==> config.mk <==
export PLATFORM = sky130hd
export DESIGN_NAME = fanout_eager_fork
export DESIGN_NICKNAME = d
export VERILOG_FILES = /design/src/rtl/fanout_pkg.sv /design/src/rtl/fanout_taken_flag.sv /design/src/rtl/fanout_eager_fork.sv
export SDC_FILE = /design/constraint.sdc
export NUM_CORES = 1
export LEC_CHECK = 0
export BUFFER_PORTS_ARGS = -buffer_cell sky130_fd_sc_hd__buf_4
export CORE_AREA = 10 10 90 76
export CTS_CLUSTER_DIAMETER = 80
export DETAILED_ROUTE_END_ITERATION = 10
export DIE_AREA = 0 0 100 86
export PLACE_DENSITY = 0.95
export SKIP_CTS_REPAIR_TIMING = 1
export SLEW_MARGIN = 0
export SYNTH_ARGS = -nofsm -noshare
export SYNTH_HDL_FRONTEND = slang
export SYNTH_HIERARCHICAL = 1
export SYNTH_SLANG_ARGS = --single-unit
==> constraint.sdc <==
create_clock -name CLK -period 3.1 [get_ports CLK]
set_clock_uncertainty 0.1 [all_clocks]
set_input_delay 0.155 -clock CLK [delete_from_list [all_inputs] [get_ports CLK]]
set_output_delay 0.155 -clock CLK [all_outputs]
set_load 0.05 [all_outputs]
==> src/rtl/fanout_pkg.sv <==
// Shared sizing and token type for the eager fanout fork.
package fanout_pkg;

   localparam int FANOUT_NUM_OUT = 7;
   localparam int FANOUT_DATA_W  = 17;
   localparam int FANOUT_STALL_W = 16;

   typedef logic [FANOUT_DATA_W-1:0] fanout_token_t;

endpackage

==> src/rtl/fanout_taken_flag.sv <==
// Per-branch "taken" bit: set when the branch accepts the buffered token.
// Latency: updates on the next edge. Clear wins over set so a retiring token never leaves a stale flag.
module fanout_taken_flag (
   input  logic CLK,
   input  logic ASYNCRESET,
   input  logic set,
   input  logic clr,
   output logic taken
);

   always_ff @(posedge CLK or posedge ASYNCRESET) begin
      if (ASYNCRESET) begin
         taken <= 1'b0;
      end else if (clr) begin
         taken <= 1'b0;
      end else if (set) begin
         taken <= 1'b1;
      end
   end

endmodule

==> src/rtl/fanout_eager_fork.sv <==
// Eager fork: one buffered token broadcast to NUM_OUT branches, each taking it independently.
// Latency 1 cycle in->out; in_ready is combinational from out_ready (retire + reload in one edge).
// Optional stall counter under `FANOUT_STALL_CNT_EN`.
module fanout_eager_fork
   import fanout_pkg::*;
#(
   parameter int NUM_OUT = FANOUT_NUM_OUT,
   parameter int DATA_W  = FANOUT_DATA_W
) (
   input  logic                      CLK,
   input  logic                      ASYNCRESET,
   input  logic                      in_valid,
   input  logic [DATA_W-1:0]         in_data,
   output logic                      in_ready,
   input  logic [NUM_OUT-1:0]        cfg_en,
   input  logic [NUM_OUT-1:0]        cfg_sel,
   output logic [NUM_OUT-1:0]        out_valid,
   output logic [NUM_OUT*DATA_W-1:0] out_data,
   input  logic [NUM_OUT-1:0]        out_ready
`ifdef FANOUT_STALL_CNT_EN
   ,
   output logic [FANOUT_STALL_W-1:0] stall_cnt
`endif
);

   logic               buf_valid;
   logic [DATA_W-1:0]  buf_data;
   logic [NUM_OUT-1:0] active;
   logic [NUM_OUT-1:0] taken;
   logic [NUM_OUT-1:0] branch_set;
   logic               fork_done;
   logic               load;
   logic               clr;

   assign active     = cfg_en & cfg_sel;
   assign out_valid  = {NUM_OUT{buf_valid}} & active & ~taken;
   // A branch stops gating retirement once it is inactive, has taken the token, or takes it now.
   assign fork_done  = buf_valid & (&(~active | taken | out_ready));
   assign in_ready   = ~buf_valid | fork_done;
   assign load       = in_valid & in_ready;
   assign clr        = fork_done | load;
   assign branch_set = out_valid & out_ready;
   assign out_data   = {NUM_OUT{buf_data}};

   always_ff @(posedge CLK or posedge ASYNCRESET) begin
      if (ASYNCRESET) begin
         buf_valid <= 1'b0;
         buf_data  <= '0;
      end else if (load) begin
         buf_valid <= 1'b1;
         buf_data  <= in_data;
      end else if (fork_done) begin
         buf_valid <= 1'b0;
      end
   end

   for (genvar i = 0; i < NUM_OUT; i++) begin : g_taken
      fanout_taken_flag u_taken (
         .CLK        (CLK),
         .ASYNCRESET (ASYNCRESET),
         .set        (branch_set[i]),
         .clr        (clr),
         .taken      (taken[i])
      );
   end

`ifdef FANOUT_STALL_CNT_EN
   always_ff @(posedge CLK or posedge ASYNCRESET) begin
      if (ASYNCRESET) begin
         stall_cnt <= '0;
      end else if (buf_valid && !fork_done && (stall_cnt != '1)) begin
         stall_cnt <= stall_cnt + 1'b1;
      end
   end
`endif

endmodule

======== Word level (Yosys, flattened, before mapping) ========
Cells that the tools add are included.
cells by class
  $lt $le $gt $ge ......................... 0
  add/sub/neg operators ................... 0
  shift operators ......................... 0
  reduce and logical (&&, ||, !) cells .... 9
  multipliers ............................. 0
  div/mod/pow operators ................... 0
  bitwise operators ....................... 13
  mux-type cells .......................... 16
  eq/ne operators ......................... 0
operators by type and width
  kind                count
  $and A7 B7 Y7       4
  $mux W1             16
  $reduce_bool A2 Y1  8
  $not A7 Y7          2
  $or A7 B7 Y7        2
  $reduce_and A7 Y1   1
  $and A1 B1 Y1       2
  $or A1 B1 Y1        2
  $not A1 Y1          1
storage, ports and cells
  flip-flop bits (word level) ............. 25
  memories kept ........................... 0
  latch bits .............................. 0
  bits in read-only memories .............. 0
  bits of input ports ..................... 41
  bits in writable memories ............... 0

======== Longest topological paths before layout ========
Gate-level depths: netlist (run 1).
  depth in word-level cells ............... 10
  gate-level depth with buffers ........... 6
  depth with buffers taken out ............ 4

======== Cells and area by module ========
Netlist (run 1), hierarchy kept.
modules (own cells, without submodules)
  module             seq. area each (sq um)  area each (sq um)  cells each  instances
  fanout_eager_fork  450.4                   1856.8             193         1
  fanout_taken_flag  25.0                    38.8               3           7

======== Worst setup path after synthesis (run 1) ========
No wires, ideal clock.
  path type ............................... reg-to-reg
  start ................................... reg g_taken[0].u_taken.taken
  end ..................................... reg buf_data[7]
  cell stages (with the launch flop) ...... 7
  setup slack ............................. 0.941 ns
  data required time ...................... 2.934 ns
  arrival time ............................ 1.993 ns
  setup time .............................. 0.066 ns
  buffers on the path ..................... 2
  period minus slack after synthesis ...... 2.159 ns
  cells stage by stage .................... dfrtp_1 and4bb_1 or4_4 buf_6 o41ai_4 buf_6 a31o_1
on the way
  word-level cells in the longest chain between the ends .. 6
RTL lines
  item                       line                     RTL
  start, declared            fanout_taken_flag.sv:8   output logic taken
  start signal, assigned     fanout_taken_flag.sv:13  taken <= 1'b0;
  start signal, assigned     fanout_taken_flag.sv:15  taken <= 1'b0;
  start signal, assigned     fanout_taken_flag.sv:17  taken <= 1'b1;
  $or A7 B7 Y7 (2 in a row)  fanout_eager_fork.sv:38  assign fork_done = buf_valid & (&(~active | taken | out_ready));
  $reduce_and A7 Y1          fanout_eager_fork.sv:38
  $and A1 B1 Y1              fanout_eager_fork.sv:38
  $or A1 B1 Y1               fanout_eager_fork.sv:39  assign in_ready = ~buf_valid | fork_done;
  via in_ready               fanout_eager_fork.sv:14  output logic in_ready,
  $and A1 B1 Y1              fanout_eager_fork.sv:40  assign load = in_valid & in_ready;
  end signal, assigned       fanout_eager_fork.sv:51  buf_data <= in_data;
  end, declared              fanout_eager_fork.sv:27  logic [DATA_W-1:0] buf_data;
The timed path passes the listed nets, and every way through them passes these cells.
A chain may end at the register's enable or synchronous reset.

======== Worst setup path in the final report (run 1) ========
  start ................................... reg g_taken[0].u_taken.taken
  end ..................................... out in_ready
on the way
  word-level cells in the longest chain between the ends .. 5
RTL lines
  item                       line
  $or A7 B7 Y7 (2 in a row)  fanout_eager_fork.sv:38
  $reduce_and A7 Y1          fanout_eager_fork.sv:38
  $and A1 B1 Y1              fanout_eager_fork.sv:38
  $or A1 B1 Y1               fanout_eager_fork.sv:39
  end, declared              fanout_eager_fork.sv:14
No other way between the ends.

==> results of run 1 <==
-- cells by family (layout without fill, tap and decap cells) --
logic type	after synthesis	after routing	share of synthesized area (%)
compound gates	43	43	19.8
buf+inv	120	183	39.9
flops	25	25	29.4
simple gates	26	26	10.9
-- state kept, by name, indices dropped and copies added, names as in the netlist --
register	count
buf_valid	1
g_taken.u_taken/taken	7
buf_data	17
-- cell type report --
| class | count | area (sq um) |
|---|---|---|
| Sequential cell | 25 | 626 |
| Multi-Input combinational cell | 69 | 653 |
| Clock inverter | 1 | 7.51 |
| Inverter | 8 | 30.0 |
| Timing Repair Buffer | 171 | 1290 |
| Tap cell | 62 | 77.6 |
| Clock buffer | 3 | 41.3 |
| Fill cell | 457 | 2250 |
-- worst max-delay path, stage by stage, from the launching register on --
cell	delay, ns
dfrtp_1	0.36
and4bb_1	0.18
or4_4	0.67
o41ai_4	0.54
buf_4	0.31
-- power by group through the flow --
stage	Sequential, mW	Combinational [mW]	Clock, mW
floorplan	0.682	1.85	0
global placement	0.519	2.27	0
detailed placement	0.529	2.29	0
CTS	0.523	2.29	0.209
global route	0.540	2.33	0.220
finish	0.517	2.27	0.201
-- synthesized netlist by cell type, drive strengths merged (2+ instances only) --
cell / n
a31o: 17
and2: 7
and4b: 7
buf: 105
clkbuf: 7
dfrtp: 25
inv: 8
nand2b: 2
nor4bb: 6
o211a: 17
o21ba: 7
or4b: 2
-- routing by layer --
| layer | vias up | track usage, % |
|---|---|---|
| li1 | 765 | - |
| met1 | 771 | 13.7 |
| met2 | 88 | 23.7 |
| met3 | 4 | 7.38 |
| met4 | 0 | 1.92 |
| met5 | - | 0 |
-- metrics by stage --
stage                     utilization (%)  total power [mW]  hold WS [ns]
after floorplan                         -              2.53        -0.216
after global placement               53.2              2.79       -0.0454
after detailed placement             53.2              2.82       -0.0449
after CTS                            54.2              3.02        -0.351
after global routing                 54.8              3.10       0.00119
final                                54.8              2.99       0.00118
-- worst max-delay path by stage --
stage                        startpoint            to  slack [ns]  cells past startpoint
2_1_floorplan  g_taken[0].u_taken/taken   buf_data[7]        0.94                      6
4_1_cts        g_taken[0].u_taken/taken      in_ready        0.48                      4
3_5_place_dp   g_taken[0].u_taken/taken  buf_data[11]        0.74                      5
3_3_place_gp   g_taken[0].u_taken/taken   buf_data[8]        0.80                      5
5_1_grt        g_taken[0].u_taken/taken      in_ready        0.40                      4
6_report       g_taken[0].u_taken/taken      in_ready        0.50                      4
==> qor.yml, run 1 <==
path_clk_slew_ns: 0.09
floorplan.initialDensity_pct: 42.7
cts_buffers: 3
r2r_end: "buf_data[11]"
core_sq_um: 4980
syn-num-nets: 255
hold_violations: 0
overflow: 0
start_kind: "flop"
powerDensity_nw_per_um2: 1100
switching_share_pct: 63.3
insertion_delay_ns: 0.27
synth_area_sq_um: 2130
top_layer_used: "met4"
power_frac_seq_pct: 17.3
finalNonFillerCells: 339
ir_worst_vdd_uv: 921
place.port_buffers: 167
end_kind: "output port"
p_comb_share_pct: 76.0
reg2reg_setup_slack_ns: 0.73
fin_crit_sh_pct: 83.9
h-tree-depth: 1
ant_nets: 0
ys_seq_area_share_pct: 29.4
route.met3.wl_um: 827
synth-seq-cells: 25
synth_top_area_share_pct: 36.0
fmaxAchievable_mhz: 385
floorplan.die_area_sq_um: 8600
setup_viol: 0
final_common_cell: "buf_4"
cts_buffer_depth: 2
layout_common_cells: "168 x buf_4, 25 x dfrtp_1, 17 x o211a_1, 17 x a31o_1, 8 x inv_1"
final.setup.worst_slack_ns: 0.500
ys_types: 20
drc_errors: 0
cts_tree: "built"
row_count: 23
area_delta_synth_final_pct: 28.1
place.gp.congestion: 0.740
leakage_nw: 1.64
grt_use_total_pct: 13.3
r2r-start: "g_taken[0].u_taken/taken"
grt_pass1_wl_mm: 9.48
antenna_found_initial: 0
grt_pass1_vias: 1694
reg2reg_depth: 5
tightest_slew_ns: 0.744
wl_mm: 6.43
wl_per_cell_um: 19.0
final_max_slew_viol_count: 0
route.vias.total: 1628
cts.sinks: 25
ys_warn_count: 6
postSynthCellCount: 214
hold_end: "buf_data[15]"
power_frac_clock_pct: 6.7
wl_met1_mm: 2.30
fin_setup_tns_ns: 0
p_int_mw: 1.10
yosysTopAreaCell: "buf_4"
drt_iter0_drc: 46
die_h_um: 86
rsz0062_at_grt: "no"
finalCriticalPeriod_ns: 2.60
diodes: 0
crit_arrival_ns: 2.35
critPathRequiredTime_ns: 2.84
relSlewSlack_pct: 49.7
place_area_sq_um: 2650
wl_met2_mm: 3.27
synth.avg_cell_area_sq_um: 9.95
fp.dieW_um: 100
async_flop_share_pct: 100
ys_top_cells_by_area: "buf_4 36%, dfrtp_1 29%, o211a_1 8.0%"
layout.nets: 319
hold_path_depth: 2
dr.pass1.iters: 4
hold_path.class: "input port to flop"
grt_max_degree: 21
synthFlopType: "dfrtp_1"
maxCapViolations: 0
status: "finished clean"
power.switching_mw: 1.89
synth_edf_count: 0
crit_fanout: 19
drive_gt1_share_pct: 63.5
vias_per_cell: 4.80
design_area_sq_um: 2730
critical_path_class: "flop to output port"
clk_root_buffer_cell: "clkbuf_8"
worstHoldStart: "in_data[15]"
hpwl_mm: 5.45
dp_slack_ns: 0.741
ios: 168
placed_cells: 332
Power figures use the tool's default switching activity.
==> run 2: changes to the inputs <==
ABC_AREA = 1   (was default)
CORE_AREA = 10 10 93 78   (was 10 10 90 76)
DIE_AREA = 0 0 103 88   (was 0 0 100 86)
PLACE_DENSITY = 0.89   (was 0.95)
clock period = 2.6 ns   (was 3.1 ns; I/O delays follow)
==> qor.yml, run 2 <==
wl_mm: 6.20  # -3.5%
area_delta_synth_final_pct: 31.4
synth_edf_count: 0  # unchanged
synth-seq-cells: 25  # unchanged
crit_fanout: 19  # unchanged
fin_util_pct: 49.9  # -4.8 points
path_clk_slew_ns: 0.09  # about the same
tightest_slew_ns: 0.817  # +0.0733 ns
row_count: 24  # +4.3%
fin_crit_sh_pct: 71.1
place.gp.congestion: 0.729  # -1.5%
reg_top3: "buf_data: 17 flops, g_taken.u_taken/taken: 7 flops, buf_valid: 1 flops"
yosysTopAreaCell: "buf_4"
reg2reg_depth: 8  # +3
start_kind: "flop"
grt_pass1_vias: 1702  # +0.47%
top_register: "buf_data"
async_flop_share_pct: 100  # unchanged
synth_area_sq_um: 2050  # -3.5%
place_area_sq_um: 2560  # -3.2%
ys_warn_count: 6  # unchanged
drt_iter0_drc: 30  # -35%
leakage_nw: 1.58  # -3.5%
relSlewSlack_pct: 44.9  # -4.8 points
end_kind: "output port"
final_common_cell: "buf_4"
ys_seq_area_share_pct: 30.5  # +1.1 points
rsz0062_at_grt: "no"
h-tree-depth: 1  # unchanged
synthFlopType: "dfrtp_1"
diodes: 0  # unchanged
powerDensity_nw_per_um2: 1400  # +28%
synth.avg_cell_area_sq_um: 7.90  # -21%
finalCriticalPeriod_ns: 1.85
synth_top_area_share_pct: 37.6  # +1.7 points
violations: "hold timing"
ys_types: 19  # -5.0%
postSynthCellCount: 260  # +21%
dr.pass1.iters: 4  # unchanged
hpwl_mm: 5.12  # -6.0%
grt_use_total_pct: 11.7  # -1.6 points
clk_root_buffer_cell: "clkbuf_8"
hold_violations: 5  # +5
ios: 168  # unchanged
vias_per_cell: 4.25  # -12%
hold_path_depth: 3  # +1
multi_input_area_sq_um: 517  # -21%
antenna_found_initial: 0  # unchanged
placed_cells: 385  # +16%
crit_arrival_ns: 1.62  # -0.73 ns
core_sq_um: 5410  # +8.6%
drc_errors: 0  # unchanged
hold_ws_ns: -0.0149  # -0.0161 ns
final_max_slew_viol_count: 0  # unchanged
syn-num-nets: 301  # +18%
overflow: 0  # unchanged
floorplan.initialDensity_pct: 38.0  # -4.7 points
final.fill_count: 506  # +11%
dp_slack_ns: 0.836  # +0.0946 ns
die_h_um: 88  # +2.3%
hold_path.class: "input port to flop"
status: "complete, but fails checks"
place.port_buffers: 167  # unchanged
wl_per_cell_um: 15.6  # -18%
cts.sinks: 25  # unchanged
drive_gt1_share_pct: 55.6  # -8.0 points
design_area_sq_um: 2700  # -1.0%
grt_pass1_wl_mm: 8.63  # -9.0%
fin_setup_tns_ns: 0  # unchanged
critical_path_class: "flop to output port"
route.vias.total: 1691  # +3.9%
maxCapViolations: 0  # unchanged
critPathRequiredTime_ns: 2.37  # -0.47 ns
synth_most_common_cell: "buf_4"
insertion_delay_ns: 0.27  # about the same
floorplan.die_area_sq_um: 9060  # +5.4%
layout_common_cells: "168 x buf_4, 45 x nand2_1, 25 x dfrtp_1"
seq_area_sq_um: 626  # unchanged
cts_buffer_depth: 2  # unchanged
cts_buffers: 3  # unchanged
fp.dieW_um: 103  # +3.0%
largest_register_ffs: 17  # unchanged
final.setup.worst_slack_ns: 0.752  # +0.252 ns
synthTopCellsByCount: "103 x buf_4, 45 x nand2_1, 25 x dfrtp_1, 24 x nor2_1, 21 x inv_1"
grt_max_degree: 20  # -4.8%
cts_tree: "built"
ys_top_cells_by_area: "buf_4 38%, dfrtp_1 30%, nand2_1 8.2%"
fmaxAchievable_mhz: 541
setup_viol: 0  # unchanged
layout.nets: 375  # +18%
ir_worst_vdd_uv: 467  # -49%
finalNonFillerCells: 398  # +17%
ant_nets: 0  # unchanged
[run 2: changes by cell type in the layout (fill, tap and decap cells not counted), moves of 8 or more]
cell / change
a31o_1: -17
inv_1: +13
nand2_1: +45
nand3_1: +12
nand3_2: +8
nor2_1: +24
o211a_1: -17
[run 2: metal layers]
layer  routed length (um)  global-route usage [%]  vias up
met3                  924                    7.01        2
met2                 3060                    20.9       96
li1                     -                       -      837
met5                    0                       0        -
met1                 2200                    11.8      756
met4                   16                    1.13        0
[run 2: worst max-delay path, cell delays in order, from the launching register on]
cell,delay (ns)
dfrtp_1,0.36
nand3b_4,0.14
nor2_1,0.05
nor2_1,0.10
nand2_1,0.08
nand2_2,0.09
buf_4,0.28
buf_4,0.25
[run 2: logic make-up after synthesis]
| kind of cell | count (synthesis) | synth area share, % |
|---|---|---|
| AO/OA/AOI/OAI | 1 | 0.243 |
| flip-flops | 25 | 30.5 |
| buffers and inverters | 129 | 44.4 |
| AND/OR/NAND/NOR | 105 | 24.9 |
[run 2: final timing paths]
| path | from | end | slack, ns |
|---|---|---|---|
| setup reg to reg | g_taken[5].u_taken/taken | g_taken[1].u_taken/taken | 0.81 |
| hold / removal | in_data[13] | buf_data[13] | -0.01 |
| min in group asynchronous | ASYNCRESET | g_taken[4].u_taken/taken | 0.19 |
| max in group asynchronous | ASYNCRESET | buf_data[16] | 1.45 |
| hold reg to reg | g_taken[3].u_taken/taken | g_taken[3].u_taken/taken | 0.41 |
| setup / recovery | g_taken[5].u_taken/taken | in_ready | 0.75 |
[run 2: power breakdown]
group	internal (mW)	switching [mW]	total, mW
clock	0.109	0.122	0.231
sequential	0.473	0.149	0.622
combinational	0.732	2.20	2.93
total	1.31	2.47	3.79
[run 2: layout make-up]
type | instances | share of cell area [%]
timing repair buffer | 177 | 50.1
inverter | 21 | 2.92
multi-input combinational | 106 | 19.1
sequential | 25 | 23.2
clock buffer | 4 | 1.67
tap | 65 | 3.01
[run 2: through the flow]
stage          power (mW)  hold WS [ns]
6_report             3.79       -0.0149
5_1_grt              3.94      0.000875
4_1_cts              3.82        -0.374
3_5_place_dp         3.58       -0.0761
3_3_place_gp         3.55       -0.0795
2_1_floorplan        3.23        -0.241
==> run 3: changes to the inputs <==
CORE_AREA = 10 10 96 81   (was 10 10 93 78)
DIE_AREA = 0 0 106 91   (was 0 0 103 88)
PLACE_DENSITY = 0.87   (was 0.89)
clock period = 1.7 ns   (was 2.6 ns; I/O delays follow)
==> qor.yml, run 3 (synthesis results as in run 2) <==
setup_viol: 0  # unchanged
power.switching_mw: 3.84  # +55%
cts_buffers: 3  # unchanged
layout.nets: 392  # +4.5%
core_sq_um: 5820  # +7.6%
seq_area_sq_um: 626  # unchanged
grt_use_total_pct: 12.2  # +0.49 points
place.gp.congestion: 0.755  # +3.5%
antenna_found_initial: 0  # unchanged
p_int_mw: 2.10  # +60%
grt_max_degree: 19  # -5.0%
hold_path_depth: 5  # +2
floorplan.initialDensity_pct: 35.3  # -2.7 points
critPathRequiredTime_ns: 1.51  # -0.86 ns
area_delta_synth_final_pct: 41.5
top_register: "buf_data"
fin_crit_sh_pct: 94.6
reg2reg_depth: 9  # +1
multi_input_area_sq_um: 529  # +2.4%
critical_path_class: "flop to output port"
layout_common_cells: "174 x buf_4, 44 x nand2_1, 25 x dfrtp_1"
cts_buffer_depth: 2  # unchanged
cts_tree: "built"
hold_path.class: "input port to flop"
final.fill_count: 560  # +11%
wl_mm: 6.66  # +7.4%
end_kind: "output port"
grt_pass1_wl_mm: 9.73  # +13%
r2r-start: "g_taken[0].u_taken/taken"
relSlewSlack_pct: 48.0  # +3.1 points
die_h_um: 91  # +3.4%
cts.sinks: 25  # unchanged
overflow: 0  # unchanged
power_frac_clock_pct: 6.3  # +0.2 points
power_frac_seq_pct: 16.1  # -0.3 points
wl_per_cell_um: 15.5  # -0.82%
place_area_sq_um: 2610  # +1.7%
critPathLaunch: "g_taken[5].u_taken/taken"
hpwl_mm: 5.20  # +1.5%
grt_pass1_vias: 1795  # +5.5%
fmaxAchievable_mhz: 622
vias_per_cell: 4.13  # -2.8%
route.vias.total: 1780  # +5.3%
drc_errors: 0  # unchanged
design_area_sq_um: 2910  # +7.7%
insertion_delay_ns: 0.27  # about the same
reg_top3: "buf_data: 17 flops, g_taken.u_taken/taken: 7 flops, buf_valid: 1 flops"
ant_nets: 0  # unchanged
start_kind: "flop"
row_count: 25  # +4.2%
dp_slack_ns: 0.0356  # -0.800 ns
dr.pass1.iters: 4  # unchanged
placed_cells: 404  # +4.9%
leakage_nw: 1.67  # +5.7%
hold_end: "g_taken[4].u_taken/taken"
finalNonFillerCells: 431  # +8.3%
switching_share_pct: 64.7  # -0.64 points
maxCapViolations: 0  # unchanged
diodes: 0  # unchanged
ios: 168  # unchanged
p_comb_share_pct: 77.7  # +0.2 points
place.port_buffers: 167  # unchanged
fp.dieW_um: 106  # +2.9%
ir_worst_vdd_uv: 683  # +46%
floorplan.die_area_sq_um: 9650  # +6.4%
drt_iter0_drc: 49  # +63%
path_clk_slew_ns: 0.10  # about the same
hold_ws_ns: 0.0789  # +0.0938 ns
tightest_slew_ns: 0.779  # -0.0386 ns
finalCriticalPeriod_ns: 1.61
r2r_end: "g_taken[4].u_taken/taken"
fin_util_pct: 50.0  # about the same
worstHoldStart: "out_ready[4]"
final_max_slew_viol_count: 0  # unchanged
clk_root_buffer_cell: "clkbuf_8"
crit_fanout: 5  # -14
hold_violations: 0  # -5
final.setup.worst_slack_ns: 0.0925  # -0.659 ns
crit_arrival_ns: 1.42  # -0.20 ns
drive_gt1_share_pct: 56.0  # +0.44 points
reg2reg_setup_slack_ns: 0.14  # -0.67 ns
powerDensity_nw_per_um2: 2040  # +46%
h-tree-depth: 1  # unchanged
largest_register_ffs: 17  # unchanged
final_common_cell: "buf_4"
status: "finished clean"
[run 3: cell count changes in the layout (fill, tap and decap cells not counted)]
cell           delta
nor2_2            +2
nand2_4           +1
nor2_1            -2
buf_12            +2
dlygate4sd3_1     +9
o21ai_0           -1
nand2_1           -1
o21ai_1           +1
buf_4             +6
[run 3: power groups by stage]
stage / registers (mW) / logic [mW] / clock network (mW)
detailed placement: 0.964 / 4.54 / 0
global placement: 0.946 / 4.51 / 0
finish: 0.956 / 4.61 / 0.371
CTS: 0.954 / 4.54 / 0.390
global route: 0.997 / 4.77 / 0.399
floorplan: 1.30 / 3.64 / 0
[run 3: worst max-delay path, stage by stage (launching register included)]
cell	delay, ns
dfrtp_1	0.39
nand3b_4	0.17
nor2_2	0.10
nor2_2	0.06
nand2_2	0.09
nand2_4	0.08
buf_12	0.14
buf_12	0.14
[run 3: routing by layer]
layer,track usage [%],part of all wire [%],up-vias,wire (um)
met5,0,0,-,0
li1,-,-,870,-
met1,12.3,40,804,2670
met2,22.1,49,104,3250
met4,1.24,0.27,0,18
met3,6.78,11,2,726
[run 3: how the worst max path moves through the flow]
stage	endpoint	slack, ns	cells past startpoint
final	in_ready	0.09	7
after global placement	g_taken[0].u_taken/taken	0.07	6
after detailed placement	g_taken[4].u_taken/taken	0.04	7
after floorplan	g_taken[0].u_taken/taken	0.15	9
after global routing	g_taken[1].u_taken/taken	-0.008	9
after CTS	in_ready	-0.06	8
[run 3: stage by stage]
step | TNS (ns) | total power [mW]
2_1_floorplan | 0 | 4.94
3_3_place_gp | 0 | 5.45
3_5_place_dp | 0 | 5.50
4_1_cts | -0.0581 | 5.89
5_1_grt | -0.0168 | 6.17
6_report | 0 | 5.94
[run 3: cell type report]
class                      count  share of cell area (%)
tap                           81                    3.49
sequential                    25                    21.5
inverter                      21                    2.71
clock buffer                   4                    1.55
timing repair buffer         194                    52.5
multi-input combinational    106                    18.2
